===== src/rtl/hazard_ctrl.sv =====
// Pipeline sequencing controller: load-use stall, redirect flush, EX forwarding,
// whole-pipeline freeze for multi-cycle data-memory accesses, stall-cycle counter.
module hazard_ctrl #(
  parameter int MEM_TIMEOUT = 16,
  parameter int CNT_W       = 32
) (
  input  logic             clk,
  input  logic             rst,
  input  logic [4:0]       id_rs1,
  input  logic [4:0]       id_rs2,
  input  logic             id_use_rs1,
  input  logic             id_use_rs2,
  input  logic [4:0]       ex_rs1,
  input  logic [4:0]       ex_rs2,
  input  logic [4:0]       ex_rd,
  input  logic             ex_is_load,
  input  logic             ex_redirect,
  input  logic [4:0]       mem_rd,
  input  logic             mem_regwrite,
  input  logic             mem_op,
  input  logic [4:0]       wb_rd,
  input  logic             wb_regwrite,
  input  logic             dmem_ack,
  output logic             dmem_req,
  output logic             stall_if,
  output logic             stall_id,
  output logic             flush_id,
  output logic             flush_ex,
  output logic             freeze,
  output logic [1:0]       fwd_a,
  output logic [1:0]       fwd_b,
  output logic             mem_err,
  output logic [CNT_W-1:0] stall_cycles
);

  localparam int TCNT_W = (MEM_TIMEOUT > 16) ? $clog2(MEM_TIMEOUT) : 4;
  localparam logic [TCNT_W-1:0] TCNT_LAST = TCNT_W'(MEM_TIMEOUT - 1);

  typedef enum logic [1:0] {
    S_RUN     = 2'd0,
    S_MEMWAIT = 2'd1
  } state_t;

  state_t              state_q, state_d;
  logic [TCNT_W-1:0]   tcnt_q, tcnt_d;
  logic                mem_err_q, mem_err_d;
  logic [CNT_W-1:0]    stall_cycles_q, stall_cycles_d;
  logic                hz;
  logic                freeze_int;

  function automatic logic [1:0] fwd_sel(input logic [4:0] rs,
                                         input logic [4:0] m_rd, input logic m_we,
                                         input logic [4:0] w_rd, input logic w_we);
    logic [1:0] sel;
    sel = 2'b00;
    if (m_we && (m_rd != 5'd0) && (m_rd == rs))
      sel = 2'b10;
    else if (w_we && (w_rd != 5'd0) && (w_rd == rs))
      sel = 2'b01;
    return sel;
  endfunction

  always_comb begin
    hz = ex_is_load && (ex_rd != 5'd0) &&
         ((id_use_rs1 && (id_rs1 == ex_rd)) || (id_use_rs2 && (id_rs2 == ex_rd)));
  end

  // A timed-out access is treated as complete: the pipeline advances and mem_err flags it.
  always_comb begin
    state_d    = state_q;
    tcnt_d     = tcnt_q;
    mem_err_d  = 1'b0;
    freeze_int = 1'b0;
    case (state_q)
      S_RUN: begin
        if (mem_op && !dmem_ack) begin
          freeze_int = 1'b1;
          state_d    = S_MEMWAIT;
          tcnt_d     = TCNT_W'(1);
        end
      end
      S_MEMWAIT: begin
        if (dmem_ack) begin
          state_d = S_RUN;
          tcnt_d  = '0;
        end else if (tcnt_q == TCNT_LAST) begin
          mem_err_d = 1'b1;
          state_d   = S_RUN;
          tcnt_d    = '0;
        end else begin
          freeze_int = 1'b1;
          tcnt_d     = tcnt_q + TCNT_W'(1);
        end
      end
      default: begin
        state_d = S_RUN;
        tcnt_d  = '0;
      end
    endcase
  end

  // Freeze masks redirect and hazard; both persist because EX holds while frozen.
  always_comb begin
    dmem_req = 1'b0;
    freeze   = 1'b0;
    stall_if = 1'b0;
    stall_id = 1'b0;
    flush_id = 1'b0;
    flush_ex = 1'b0;
    fwd_a    = 2'b00;
    fwd_b    = 2'b00;
    if (!rst) begin
      dmem_req = mem_op;
      freeze   = freeze_int;
      fwd_a    = fwd_sel(ex_rs1, mem_rd, mem_regwrite, wb_rd, wb_regwrite);
      fwd_b    = fwd_sel(ex_rs2, mem_rd, mem_regwrite, wb_rd, wb_regwrite);
      if (!freeze_int) begin
        if (ex_redirect) begin
          flush_id = 1'b1;
          flush_ex = 1'b1;
        end else if (hz) begin
          stall_if = 1'b1;
          stall_id = 1'b1;
          flush_ex = 1'b1;
        end
      end
    end
  end

  always_comb begin
    stall_cycles_d = stall_cycles_q;
    if ((freeze_int || (hz && !ex_redirect)) && (stall_cycles_q != {CNT_W{1'b1}}))
      stall_cycles_d = stall_cycles_q + CNT_W'(1);
  end

  always_ff @(posedge clk or posedge rst) begin
    if (rst) begin
      state_q        <= S_RUN;
      tcnt_q         <= '0;
      mem_err_q      <= 1'b0;
      stall_cycles_q <= '0;
    end else begin
      state_q        <= state_d;
      tcnt_q         <= tcnt_d;
      mem_err_q      <= mem_err_d;
      stall_cycles_q <= stall_cycles_d;
    end
  end

  assign mem_err      = mem_err_q;
  assign stall_cycles = stall_cycles_q;

endmodule


===== config.mk =====
export PLATFORM = sky130hd
export DESIGN_NAME = hazard_ctrl
export DESIGN_NICKNAME = d
export VERILOG_FILES = /design/src/rtl/hazard_ctrl.sv
export SDC_FILE = /design/constraint.sdc
export NUM_CORES = 1
export LEC_CHECK = 0
export BUFFER_PORTS_ARGS = -buffer_cell sky130_fd_sc_hd__buf_2
export CAP_MARGIN = 20
export CORE_ASPECT_RATIO = 0.8
export CORE_UTILIZATION = 53
export DETAILED_ROUTE_END_ITERATION = 10
export PLACE_DENSITY = 0.86
export SLEW_MARGIN = 20
export SYNTH_ARGS = -nofsm -noshare
export SYNTH_HDL_FRONTEND = slang
export SYNTH_SLANG_ARGS = --single-unit

===== constraint.sdc =====
create_clock -name clk -period 3.8 [get_ports clk]
set_input_delay 0.19 -clock clk [delete_from_list [all_inputs] [get_ports clk]]
set_output_delay 0.19 -clock clk [all_outputs]
set_load 0.005 [all_outputs]

# After elaboration in Yosys (flattened, before gate mapping)
# Index checks and enable logic that the tools add are counted.
# totals
reg_bits	39
output_inout_bits	43
elab_cells	72
# classes
n_addsub	2
n_eq_ne	11
mux	33
n_reduce_logical	22
# ops
operator	n
$add A32 B1 Y32 const B	1
$ne A32 B32 Y1 const B	1
$eq A5 B5 Y1	6
$mux W1	20
$reduce_bool A5 Y1	3
$mux W2	7
$logic_and A1 B1 Y1	13
$mux W4	3
$pmux W4 S2	1
$add A4 B1 Y4 const B	1
$eq A4 B4 Y1 const B	1
$pmux W2 S2	1
$ne A3 B3 Y1 const B	1
$eq A2 B1 Y1 const B	1
$logic_not A1 Y1	2
$logic_not A2 Y1	1
$logic_or A1 B1 Y1	2
$ne A2 B2 Y1 const B	1
$pmux W1 S2	1
$reduce_and A2 Y1	1

# Longest topological paths before layout
# Gate-level depths: netlist of the first run.
# logic_depth
depth_word	8
mapped_depth	9
ltp_nobuf	7

# Worst setup path before layout of the first run
# No wires, ideal clock.
# synth_timing
kind	in2out
start	in rst
end	out fwd_a[0]
arrival_ps	1974
slack_ps	1636
cell_stages	4
path_buffers	0
path_cell_list	inv_1 > o211ai_1 > or4_1 > nor4_1
# synth_via
elab_chain_cells	1
# synth_rtl
element	line_no	rtl
start, declared	8	input logic rst,
$mux W2	112	if (!rst) begin
end, declared	30	output logic [1:0] fwd_a,
# No other way between the ends.

# Worst setup path after layout of the first run
# layout_timing
start	reg tcnt_q[0]
end	reg stall_cycles_q[14] (netlist: stall_cycles[14])
# layout_via
elab_chain_cells	6
# layout_rtl
element	line_no	rtl
start, declared	45	logic [TCNT_W-1:0] tcnt_q, tcnt_d;
start signal, assigned	144	tcnt_q <= tcnt_d;
$eq A4 B4 Y1	86	end else if (tcnt_q == TCNT_LAST) begin
$mux W1	86	
$mux W1	83	if (dmem_ack) begin
$pmux W1 S2	74	case (state_q)
$logic_or A1 B1 Y1	132	if ((freeze_int || (hz && !ex_redirect)) && (stall_cycles_q != {CNT_W{1'b1}}))
$logic_and A1 B1 Y1	132	
end signal, assigned	146	stall_cycles_q <= stall_cycles_d;
end, declared	47	logic [CNT_W-1:0] stall_cycles_q, stall_cycles_d;
# No other way between the ends.
# A chain may end at the register's enable or synchronous reset.

==> results of run 1 <==
state kept, by name, indices dropped and copies added (netlist names):
signal,flops
stall_cycles,32
state_q,1
mem_err,1
tcnt_q,4
cells in the final DEF, fill, tap and decap left out, types with 6 or more instances in the layout:
cell	instances
nand2_1	16
nor3_1	14
xnor2_1	37
clkbuf_8	6
inv_1	7
nor4_1	9
nor2_1	7
and3_1	6
xor2_1	26
nand4_1	13
nand3_1	15
dfrtp_1	38
buf_2	87
cells by family (layout without fill, tap and decap cells):
family                     after synthesis  after routing  share of synthesized area, %
DFF                                     38             38                         41.08
adders and majority gates                2              2                         1.081
AOI/OAI and AO/OA                       18             18                         5.946
muxes                                    1              1                        0.4865
buffers and inverters                   11            103                         2.757
and+or+nand+nor                        101            101                         24.81
xor gates and xnor gates                63             63                         23.84
routing by layer:
| layer | share of wire [%] | up-vias | wire (um) |
|---|---|---|---|
| met5 | 0 | - | 0 |
| met3 | 6.2 | 13 | 334 |
| li1 | - | 1017 | - |
| met1 | 45 | 1014 | 2431 |
| met2 | 47 | 90 | 2511 |
| met4 | 2.2 | 0 | 116 |
worst max-delay path: stages, from the launching register on:
cell      delay (ns)
dfrtp_1         0.40
ha_1            0.24
and3_1          0.23
a211oi_4        0.40
o32ai_1         0.15
o21ba_1         0.69
nand4_1         0.25
xnor2_1         0.23
final cells by class:
class,count,area share [%]
clock inverters,2,0.4329
multi-input cells,185,45.11
clock buffers,6,2.857
well taps,57,2.468
repair buffers,88,15.32
inverters,7,0.9091
flip-flops and latches,38,32.90
per-stage QoR:
step           area (um^2)  cells
2_1_floorplan         2315    234
6_report              2890    383
3_5_place_dp          2791    375
5_1_grt               2890    383
3_3_place_gp          2791    375
4_1_cts               2887    383
power groups by stage:
stage | sequential (uW) | clock, uW | combinational (uW)
after global routing | 501 | 319 | 224
after CTS | 493 | 299 | 201
after detailed placement | 500 | 0 | 199
after floorplan | 494 | 0 | 110
after global placement | 499 | 0 | 192
final | 493 | 296 | 200
final timing paths:
check | startpoint | end | slack, ns | cells past startpoint
setup / recovery | tcnt_q[0]$_DFFE_PP0P_ | stall_cycles[14]$_DFFE_PP0P_ | 1.12 | 7
hold / removal | rst | tcnt_q[2]$_DFFE_PP0P_ | 0.10 | 3
setup reg to reg | tcnt_q[0]$_DFFE_PP0P_ | stall_cycles[14]$_DFFE_PP0P_ | 1.12 | 7
hold reg to reg | stall_cycles[19]$_DFFE_PP0P_ | stall_cycles[19]$_DFFE_PP0P_ | 0.48 | 1
max in group asynchronous | rst | stall_cycles[9]$_DFFE_PP0P_ | 3.37 | 3
min in group clk | dmem_ack | state_q[0]$_DFFE_PP0P_ | 0.14 | 2
==> results.yml, run 1 <==
timing:
  finalHoldWorstSlack_ns: 0.1003
  max_slew.worst_pin.slew_ns: 0.6905
  fmax_mhz: 372.9
  finalWorstSetupSlack_ns: 1.118
  rsz0062_at_grt: "false"
  clock_skew_ns: 0.002226
  finalHoldViolations: 0
  slew_headroom_pct: 53.76
  setup_viol: 0
  period_minus_slack_ns: 2.682
  tns_ns: 0
  period_share_pct: 70.57
  slew_violations: 0
power:
  p_clk_share_pct: 29.9
  irDropWorstVdd_v: 0.0002536
  p_seq_share_pct: 49.9
  power.static_leakage_uw: 0.001410
  power.total_uw: 988.7
  pwr-share-comb_pct: 20.2
  p_per_area_mw_per_mm2: 342.1
  switchingPower_uw: 303.0
  internal-power_uw: 685.7
  p_sw_share_pct: 30.65
floorplan:
  core-area_mm2: 0.004178
  die_w_um: 75.89
  num_rows: 21
  initial_core_util_pct: 55.41
  die_area_mm2: 0.004637
  io_pins: 88
  die_h_um: 61.11
logic_synthesis:
  synth_nets: 281
  synthFlopType: "dfrtp_1"
  yosys.area.top_type: "dfrtp_1"
  postSynthAreaPerCell_um2: 9.892
  async_flop_share_pct: 100.0
  yosys.area.top_type_share_pct: 41.08
  synth_seq_cells: 38
  synth_enable_flop_cells: 0
  yosysWarnings: 0
  ys_seq_area_share_pct: 41.08
  synthesis.area_mm2: 0.002315
  post-synth-top-count-cell: "dfrtp_1"
  ys_top_cells_by_area: "dfrtp_1 41%, xnor2_1 14%, xor2_1 9.8%"
  syn_inst: 234
  netlist-cell-type-count: 39
  synth_common_cells: "38 x dfrtp_1, 37 x xnor2_1, 26 x xor2_1"
cts:
  clkLatencyLatePin_ns: 0.29
  cts_setup_buffers: 0
  cts_root_buf: "clkbuf_8"
  clk_path_buf_depth: 2
  cts_tree: "built"
  cts.sinks: 38
  htree_levels: 2
  cts_buffers: 5
  path_clk_slew_ns: 0.08
  postCtsHoldBufs: 0
  cts_resized: 0
detailed_routing:
  drc: 0
  vias: 2134
  drtAntennaViolNets: 0
  wl_um: 5394
  wire_per_inst_um: 14.08
  drt_pass1_iterations: 4
  avgViaCountPerCell: 5.572
  first_iter_violations: 111
place:
  port_buffers: 87
  finalWeightedCongestion: 0.8718
  preCtsSetupSlack_ns: 1.173
  place_hpwl_um: 4301
finish:
  fin_util_pct: 69.18
  drive_gt1_share_pct: 31.29
  multi_input_area_mm2: 0.001304
  nNetsFinal: 372
  ff_latch_area_um2: 950.9
  diodes: 0
  fillers: 339
  area_growth_syn_to_layout_pct: 24.86
worst_setup_path:
  crit_path_start_kind: "flip-flop"
  cp-end-kind: "flip-flop"
  crit_fanout: 18
  cp.arrival_ns: 2.89
  cp.required_ns: 4.01
  worstSetupPathType: "flip-flop to flip-flop"
global_route:
  grt.met3_usage_pct: 7.038
  grt_pass1_vias: 1877
  met2_usage_pct: 38.69
  grtUsageTotal_pct: 24.75
  overflow: 0
  grt_start_max_net_pins: 40
  grt_pass1_wl_um: 8418
  antenna_found_initial: 0
  grt_use_met1_pct: 32.55
  busiest_layer: "met2"
flow_run:
  drv_cap: 0
status:
  status: "finished clean"
min_path:
  hp-class: "input port to async pin"
No activity file was read; power rests on OpenSTA's default activity.
==> inputs of run 2 (changes only) <==
--- a/config.mk
+++ b/config.mk
@@ -5,12 +5,13 @@
 export SDC_FILE = /design/constraint.sdc
 export NUM_CORES = 1
 export LEC_CHECK = 0
+export ABC_AREA = 1
 export BUFFER_PORTS_ARGS = -buffer_cell sky130_fd_sc_hd__buf_2
 export CAP_MARGIN = 20
 export CORE_ASPECT_RATIO = 0.8
-export CORE_UTILIZATION = 53
+export CORE_UTILIZATION = 48
 export DETAILED_ROUTE_END_ITERATION = 10
-export PLACE_DENSITY = 0.86
+export PLACE_DENSITY = 0.79
 export SLEW_MARGIN = 20
 export SYNTH_ARGS = -nofsm -noshare
 export SYNTH_HDL_FRONTEND = slang
==> constraint.sdc (replaced) <==
create_clock -name clk -period 2.3 [get_ports clk]
set_input_delay 0.115 -clock clk [delete_from_list [all_inputs] [get_ports clk]]
set_output_delay 0.115 -clock clk [all_outputs]
set_load 0.005 [all_outputs]
==> run 2 against run 1 <==
  * Clock-buffer cell count grew 1
  * Hold slack lost 0.022 ns
  * Critical endpoint is now stall_cycles[2]$_DFFE_PP0P_
  * Via count grew 52%
  * Maximum frequency grew 33%
  * Register-to-register slack lost 0.83 ns
  * Sequential share of layout area shrank 6.3 points
  * Routed wire length grew 48%
  * Largest cell class unchanged
  * Core utilization shrank 9.3 points
  * Final cell count grew 66%
  * Sequential cell count is the same
==> results.yml, run 2 <==
status:
  status: "finished clean"
global_route:
  grt_pass1_wl_um: 13670
  overflow: 0
  grt_start_max_net_pins: 39
  grt_pass1_vias: 3062
  antenna_found_initial: 0
  grtUsageTotal_pct: 25.93
worst_setup_path:
  crit_fanout: 24
  crit_path_start_kind: "flip-flop"
  worstSetupPathType: "flip-flop to flip-flop"
  cp-end-kind: "flip-flop"
  cp.arrival_ns: 2.25
  cp.required_ns: 2.53
timing:
  finalWorstSetupSlack_ns: 0.2854
  period_minus_slack_ns: 2.015
  setup_viol: 0
  slew_headroom_pct: 66.66
  clock_skew_ns: 0.005342
  rsz0062_at_grt: "false"
  period_share_pct: 87.59
  slew_violations: 0
  tns_ns: 0
  max_slew.worst_pin.slew_ns: 0.4937
  finalHoldViolations: 0
  fmax_mhz: 496.4
cts:
  htree_levels: 2
  clk_path_buf_depth: 2
  postCtsHoldBufs: 0
  clkLatencyLatePin_ns: 0.29
  cts_root_buf: "clkbuf_8"
  cts_buffers: 5
  path_clk_slew_ns: 0.07
  cts.sinks: 38
  cts_setup_buffers: 0
  cts_tree: "built"
finish:
  diodes: 0
  stdcell_area_mm2: 0.003577
  area_growth_syn_to_layout_pct: 19.08
  final_cell_mix: "169 x nand2_1, 87 x buf_2, 57 x inv_1"
  final_common_cell: "nand2_1"
  nNetsFinal: 602
  largest_reg_flops: 32
  final_cells: 636
  drive_gt1_share_pct: 19.46
place:
  finalWeightedCongestion: 0.9008
  place_area_mm2: 0.003496
  dp.cells: 629
  place_hpwl_um: 6326
  port_buffers: 87
  preCtsSetupSlack_ns: 0.1926
power:
  p_per_area_mw_per_mm2: 457.5
  power.total_uw: 1637
  irDropWorstVdd_v: 0.0002737
  power.static_leakage_uw: 0.001990
min_path:
  hp-class: "input port to async pin"
floorplan:
  io_pins: 88
  die_h_um: 72.76
  die_w_um: 90.45
  die_area_mm2: 0.006581
  num_rows: 25
  initial_core_util_pct: 50.28
  core-area_mm2: 0.005974
detailed_routing:
  drc: 0
  wl_um: 7988
  first_iter_violations: 215
  vias: 3234
  avgViaCountPerCell: 5.085
  wire_per_inst_um: 12.56
  drt_pass1_iterations: 5
  drtAntennaViolNets: 0
logic_synthesis:
  post-synth-top-count-cell: "nand2_1"
  synth_common_cells: "169 x nand2_1, 57 x inv_1, 54 x nand3_1"
  synth_enable_flop_cells: 0
  synth_nets: 514
  yosysWarnings: 0
  synth_seq_cells: 38
  ys_seq_area_share_pct: 31.65
  synthFlopType: "dfrtp_1"
  synthesis.area_mm2: 0.003004
  syn_inst: 467
  ys_top_cells_by_area: "dfrtp_1 32%, nand2_1 21%, nand3_1 9.0%"
  netlist-cell-type-count: 27
  postSynthAreaPerCell_um2: 6.433
  async_flop_share_pct: 100.0
  yosys.area.top_type: "dfrtp_1"
  yosys.area.top_type_share_pct: 31.65
flow_run:
  drv_cap: 0
[run 2: cell types whose count changed after synthesis, sizes merged, moves of 7 or more]
cell   change
nand2    +156
nand3     +39
nor2      +47
xnor2     -20
buf        +7
xor2       -7
nor4       -7
inv       +50
[run 2: stage by stage]
| stage | hold WS, ns | utilization, % |
|---|---|---|
| 2_1_floorplan | 0.2912 | - |
| 3_3_place_gp | 0.3948 | 58.51 |
| 3_5_place_dp | 0.4198 | 58.51 |
| 4_1_cts | 0.1094 | 59.79 |
| 5_1_grt | 0.1450 | 59.87 |
| 6_report | 0.07798 | 59.87 |
[run 2: cells by family after synthesis]
logic type	after synthesis	share of synthesized area, %
simple gates	313	45.27
xor+xnor	36	10.50
fa+ha+maj	2	0.8329
buf+inv	68	9.871
flops	38	31.65
compound gates	10	1.874
[run 2: area by class of cell]
type                    count  area [um^2]
fillers                   599         2397
multi-input cells         361         1762
flip-flops and latches     38        950.9
repair buffers             92        473.0
inverters                  57        214.0
well taps                  81        101.3
clock buffers               7        76.32
[run 2: report_power, final]
| part | switching [uW] | internal (uW) | total (uW) |
|---|---|---|---|
| clock | 224 | 209 | 433 |
| combinational | 238 | 170 | 408 |
| sequential | 75.3 | 720 | 796 |
[run 2: what timing repair did]
item	4_1_cts	5_1_grt
setup endpoints to repair	0	14
endpoints found under the hold margin	0	0
resized for setup	0	1
[run 2: metal layers]
metal / wire [um] / part of all wire [%] / GRT usage, % / vias up
li1: - / - / - / 1631
met4: 93 / 1.2 / 6.810 / 0
met5: 0 / 0 / 0 / -
met2: 3732 / 47 / 43.34 / 106
met3: 516 / 6.5 / 5.104 / 13
met1: 3645 / 46 / 34.82 / 1484
[run 2: final timing paths]
check                                             start                            to  slack [ns]  depth (start not counted)
setup reg to reg            stall_cycles[1]$_DFFE_PP0P_   stall_cycles[2]$_DFFE_PP0P_        0.29                          9
hold reg to reg            stall_cycles[29]$_DFFE_PP0P_  stall_cycles[29]$_DFFE_PP0P_        0.53                          2
min in group clk                               dmem_ack             mem_err$_DFF_PP0_        0.13                          4
setup / recovery            stall_cycles[1]$_DFFE_PP0P_   stall_cycles[2]$_DFFE_PP0P_        0.29                          9
max in group asynchronous                           rst  stall_cycles[27]$_DFFE_PP0P_        1.88                          3
hold / removal                                      rst   stall_cycles[6]$_DFFE_PP0P_        0.08                          3
[run 2: critical path, cell delays in order, from the launching register on]
cell	delay, ns
dfrtp_1	0.42
ha_1	0.23
inv_1	0.10
nor2_4	0.17
nand2_2	0.12
nor2_4	0.17
nand3_4	0.24
nand2_4	0.33
nand2_1	0.09
nand2_1	0.07
==> inputs of run 3 (changes only) <==
--- a/config.mk
+++ b/config.mk
@@ -9,9 +9,9 @@
 export BUFFER_PORTS_ARGS = -buffer_cell sky130_fd_sc_hd__buf_2
 export CAP_MARGIN = 20
 export CORE_ASPECT_RATIO = 0.8
-export CORE_UTILIZATION = 48
+export CORE_UTILIZATION = 47
 export DETAILED_ROUTE_END_ITERATION = 10
-export PLACE_DENSITY = 0.79
+export PLACE_DENSITY = 0.77
 export SLEW_MARGIN = 20
 export SYNTH_ARGS = -nofsm -noshare
 export SYNTH_HDL_FRONTEND = slang
==> run 3 against run 2 <==
  * Clock skew grew 0.0017 ns
  * Worst setup slack gained 0.010 ns
  * Via count up 0.80%
  * Sequential cell count unchanged
  * First-iteration DRC count rose by 15%
  * Sequential share of layout area shrank 0.10 points
  * Power up 2.4%
  * Combinational power down 1%
  * Clock power up 10%
  * Non-clock buffer count stayed put
  * Critical endpoint is now stall_cycles[11]$_DFFE_PP0P_
  * Highest routed layer unchanged
==> results.yml, run 3 (synthesis gave the netlist of run 2 again) <==
timing:
  slew_headroom_pct: 67.37
  slew_violations: 0
  finalHoldViolations: 0
  rsz0062_at_grt: "false"
  max_slew.worst_pin.slew_ns: 0.4895
  tns_ns: 0
  period_share_pct: 87.14
  finalHoldWorstSlack_ns: 0.06298
  fmax_mhz: 499.0
  period_minus_slack_ns: 2.004
  finalWorstSetupSlack_ns: 0.2958
  setup_viol: 0
  clock_skew_ns: 0.007048
worst_setup_path:
  critical_path.top_delay_family: "simple AND/OR/NAND/NOR gates"
  worstSetupPathType: "flip-flop to flip-flop"
  crit_path_start_kind: "flip-flop"
  cp.buffers_inverters: 1
  max_stage_delay_ns: 0.42
  cp.arrival_ns: 2.25
  crit_chain: "ha_1, inv_1, nor2_4, nand2_2, nor2_4, nand3_4, nand2_4, nand2_1, nand2_1"
  cp.required_ns: 2.54
  cp-end-kind: "flip-flop"
  crit_fanout: 24
  cpMaxStageDelayCell: "dfrtp_1"
cts:
  path_clk_slew_ns: 0.08
  cts_resized: 0
  htree_levels: 2
  cts_buffers: 5
  cts.sinks: 38
  clk_path_buf_depth: 2
  clkLatencyLatePin_ns: 0.30
  cts_tree: "built"
  cts_root_buf: "clkbuf_8"
  postCtsHoldBufs: 0
  cts_setup_buffers: 0
global_route:
  grtUsageTotal_pct: 24.71
  grt_start_max_net_pins: 39
  overflow: 0
  grt_pass1_wl_um: 13240
  grt_pass1_vias: 2925
  antenna_found_initial: 0
min_path:
  hp-class: "input port to async pin"
detailed_routing:
  vias: 3260
  first_iter_violations: 248
  drtAntennaViolNets: 0
  wire_per_inst_um: 12.38
  avgViaCountPerCell: 5.118
  wl_um: 7888
  drc: 0
  drt_pass1_iterations: 4
floorplan:
  core-area_mm2: 0.006037
  io_pins: 88
  num_rows: 25
  die_area_mm2: 0.006718
  initial_core_util_pct: 49.76
  die_w_um: 91.39
  die_h_um: 73.51
finish:
  diodes: 0
  final_common_cell: "nand2_1"
  area_growth_syn_to_layout_pct: 19.53
  fillers: 571
  nNetsFinal: 602
  largest_reg_flops: 32
  stdcell_area_mm2: 0.003591
  fin_util_pct: 59.48
  final_cell_mix: "169 x nand2_1, 87 x buf_2, 57 x inv_1"
  drive_gt1_share_pct: 19.96
place:
  place_area_mm2: 0.003496
  place_hpwl_um: 6242
  preCtsSetupSlack_ns: 0.1736
  finalWeightedCongestion: 0.9024
  port_buffers: 87
power:
  p_per_area_mw_per_mm2: 466.8
  power.static_leakage_uw: 0.001996
  irDropWorstVdd_v: 0.0003407
status:
  status: "finished clean"
flow_run:
  drv_cap: 0
==> run 3: cell types whose count changed in the layout (fill, tap and decap cells not counted), sizes merged <==
| cell | change |
|---|---|
| clkinvlp | +1 |
| clkbuf | -2 |
| clkinv | +2 |
==> run 3: worst register-to-register path, cell delays in order, from the launching register on <==
cell and delay [ns]:
dfrtp_1 0.42, ha_1 0.24, inv_1 0.11, nor2_4 0.18
nand2_2 0.11, nor2_4 0.17, nand3_4 0.22, nand2_4 0.32
nand2_1 0.10, nand2_1 0.07
==> run 3: metrics by stage <==
| step | std cells | total power, uW |
|---|---|---|
| detailed placement | 629 | 1209 |
| global route | 637 | 1769 |
| floorplan | 467 | 1046 |
| CTS | 637 | 1676 |
| global placement | 629 | 1195 |
| finish | 637 | 1676 |
==> run 3: final timing paths <==
path	start	to	slack, ns	depth (start not counted)
setup reg to reg	stall_cycles[1]$_DFFE_PP0P_	stall_cycles[11]$_DFFE_PP0P_	0.30	9
min in group clk	dmem_ack	mem_err$_DFF_PP0_	0.12	4
setup / recovery	stall_cycles[1]$_DFFE_PP0P_	stall_cycles[11]$_DFFE_PP0P_	0.30	9
hold / removal	rst	stall_cycles[2]$_DFFE_PP0P_	0.06	3
max in group asynchronous	rst	stall_cycles[23]$_DFFE_PP0P_	1.90	3
hold reg to reg	stall_cycles[29]$_DFFE_PP0P_	stall_cycles[29]$_DFFE_PP0P_	0.52	2
==> run 3: metal layers <==
layer / wire length [um] / global-route usage, % / vias up
met3: 369 / 3.727 / 12
met5: 0 / 0 / -
met4: 94 / 6.702 / 0
met2: 3625 / 41.27 / 75
li1: - / - / 1637
met1: 3799 / 33.70 / 1536
==> run 3: power by group <==
| part | switching, uW | internal [uW] | leakage (uW) |
|---|---|---|---|
| clock network | 264 | 213 | 0.0000441 |
| registers | 75.8 | 719 | 0.000520 |
| logic | 234 | 170 | 0.00143 |
==> run 3: final cells by class <==
| class | count | area [um^2] | area share, % |
|---|---|---|---|
| Tap cell | 81 | 101.3 | 2.822 |
| Clock inverter | 3 | 21.27 | 0.5923 |
| Clock buffer | 5 | 68.82 | 1.916 |
| Sequential cell | 38 | 950.9 | 26.48 |
| Inverter | 57 | 214.0 | 5.958 |
| Multi-Input combinational cell | 361 | 1762 | 49.06 |
| Timing Repair Buffer | 92 | 473.0 | 13.17 |
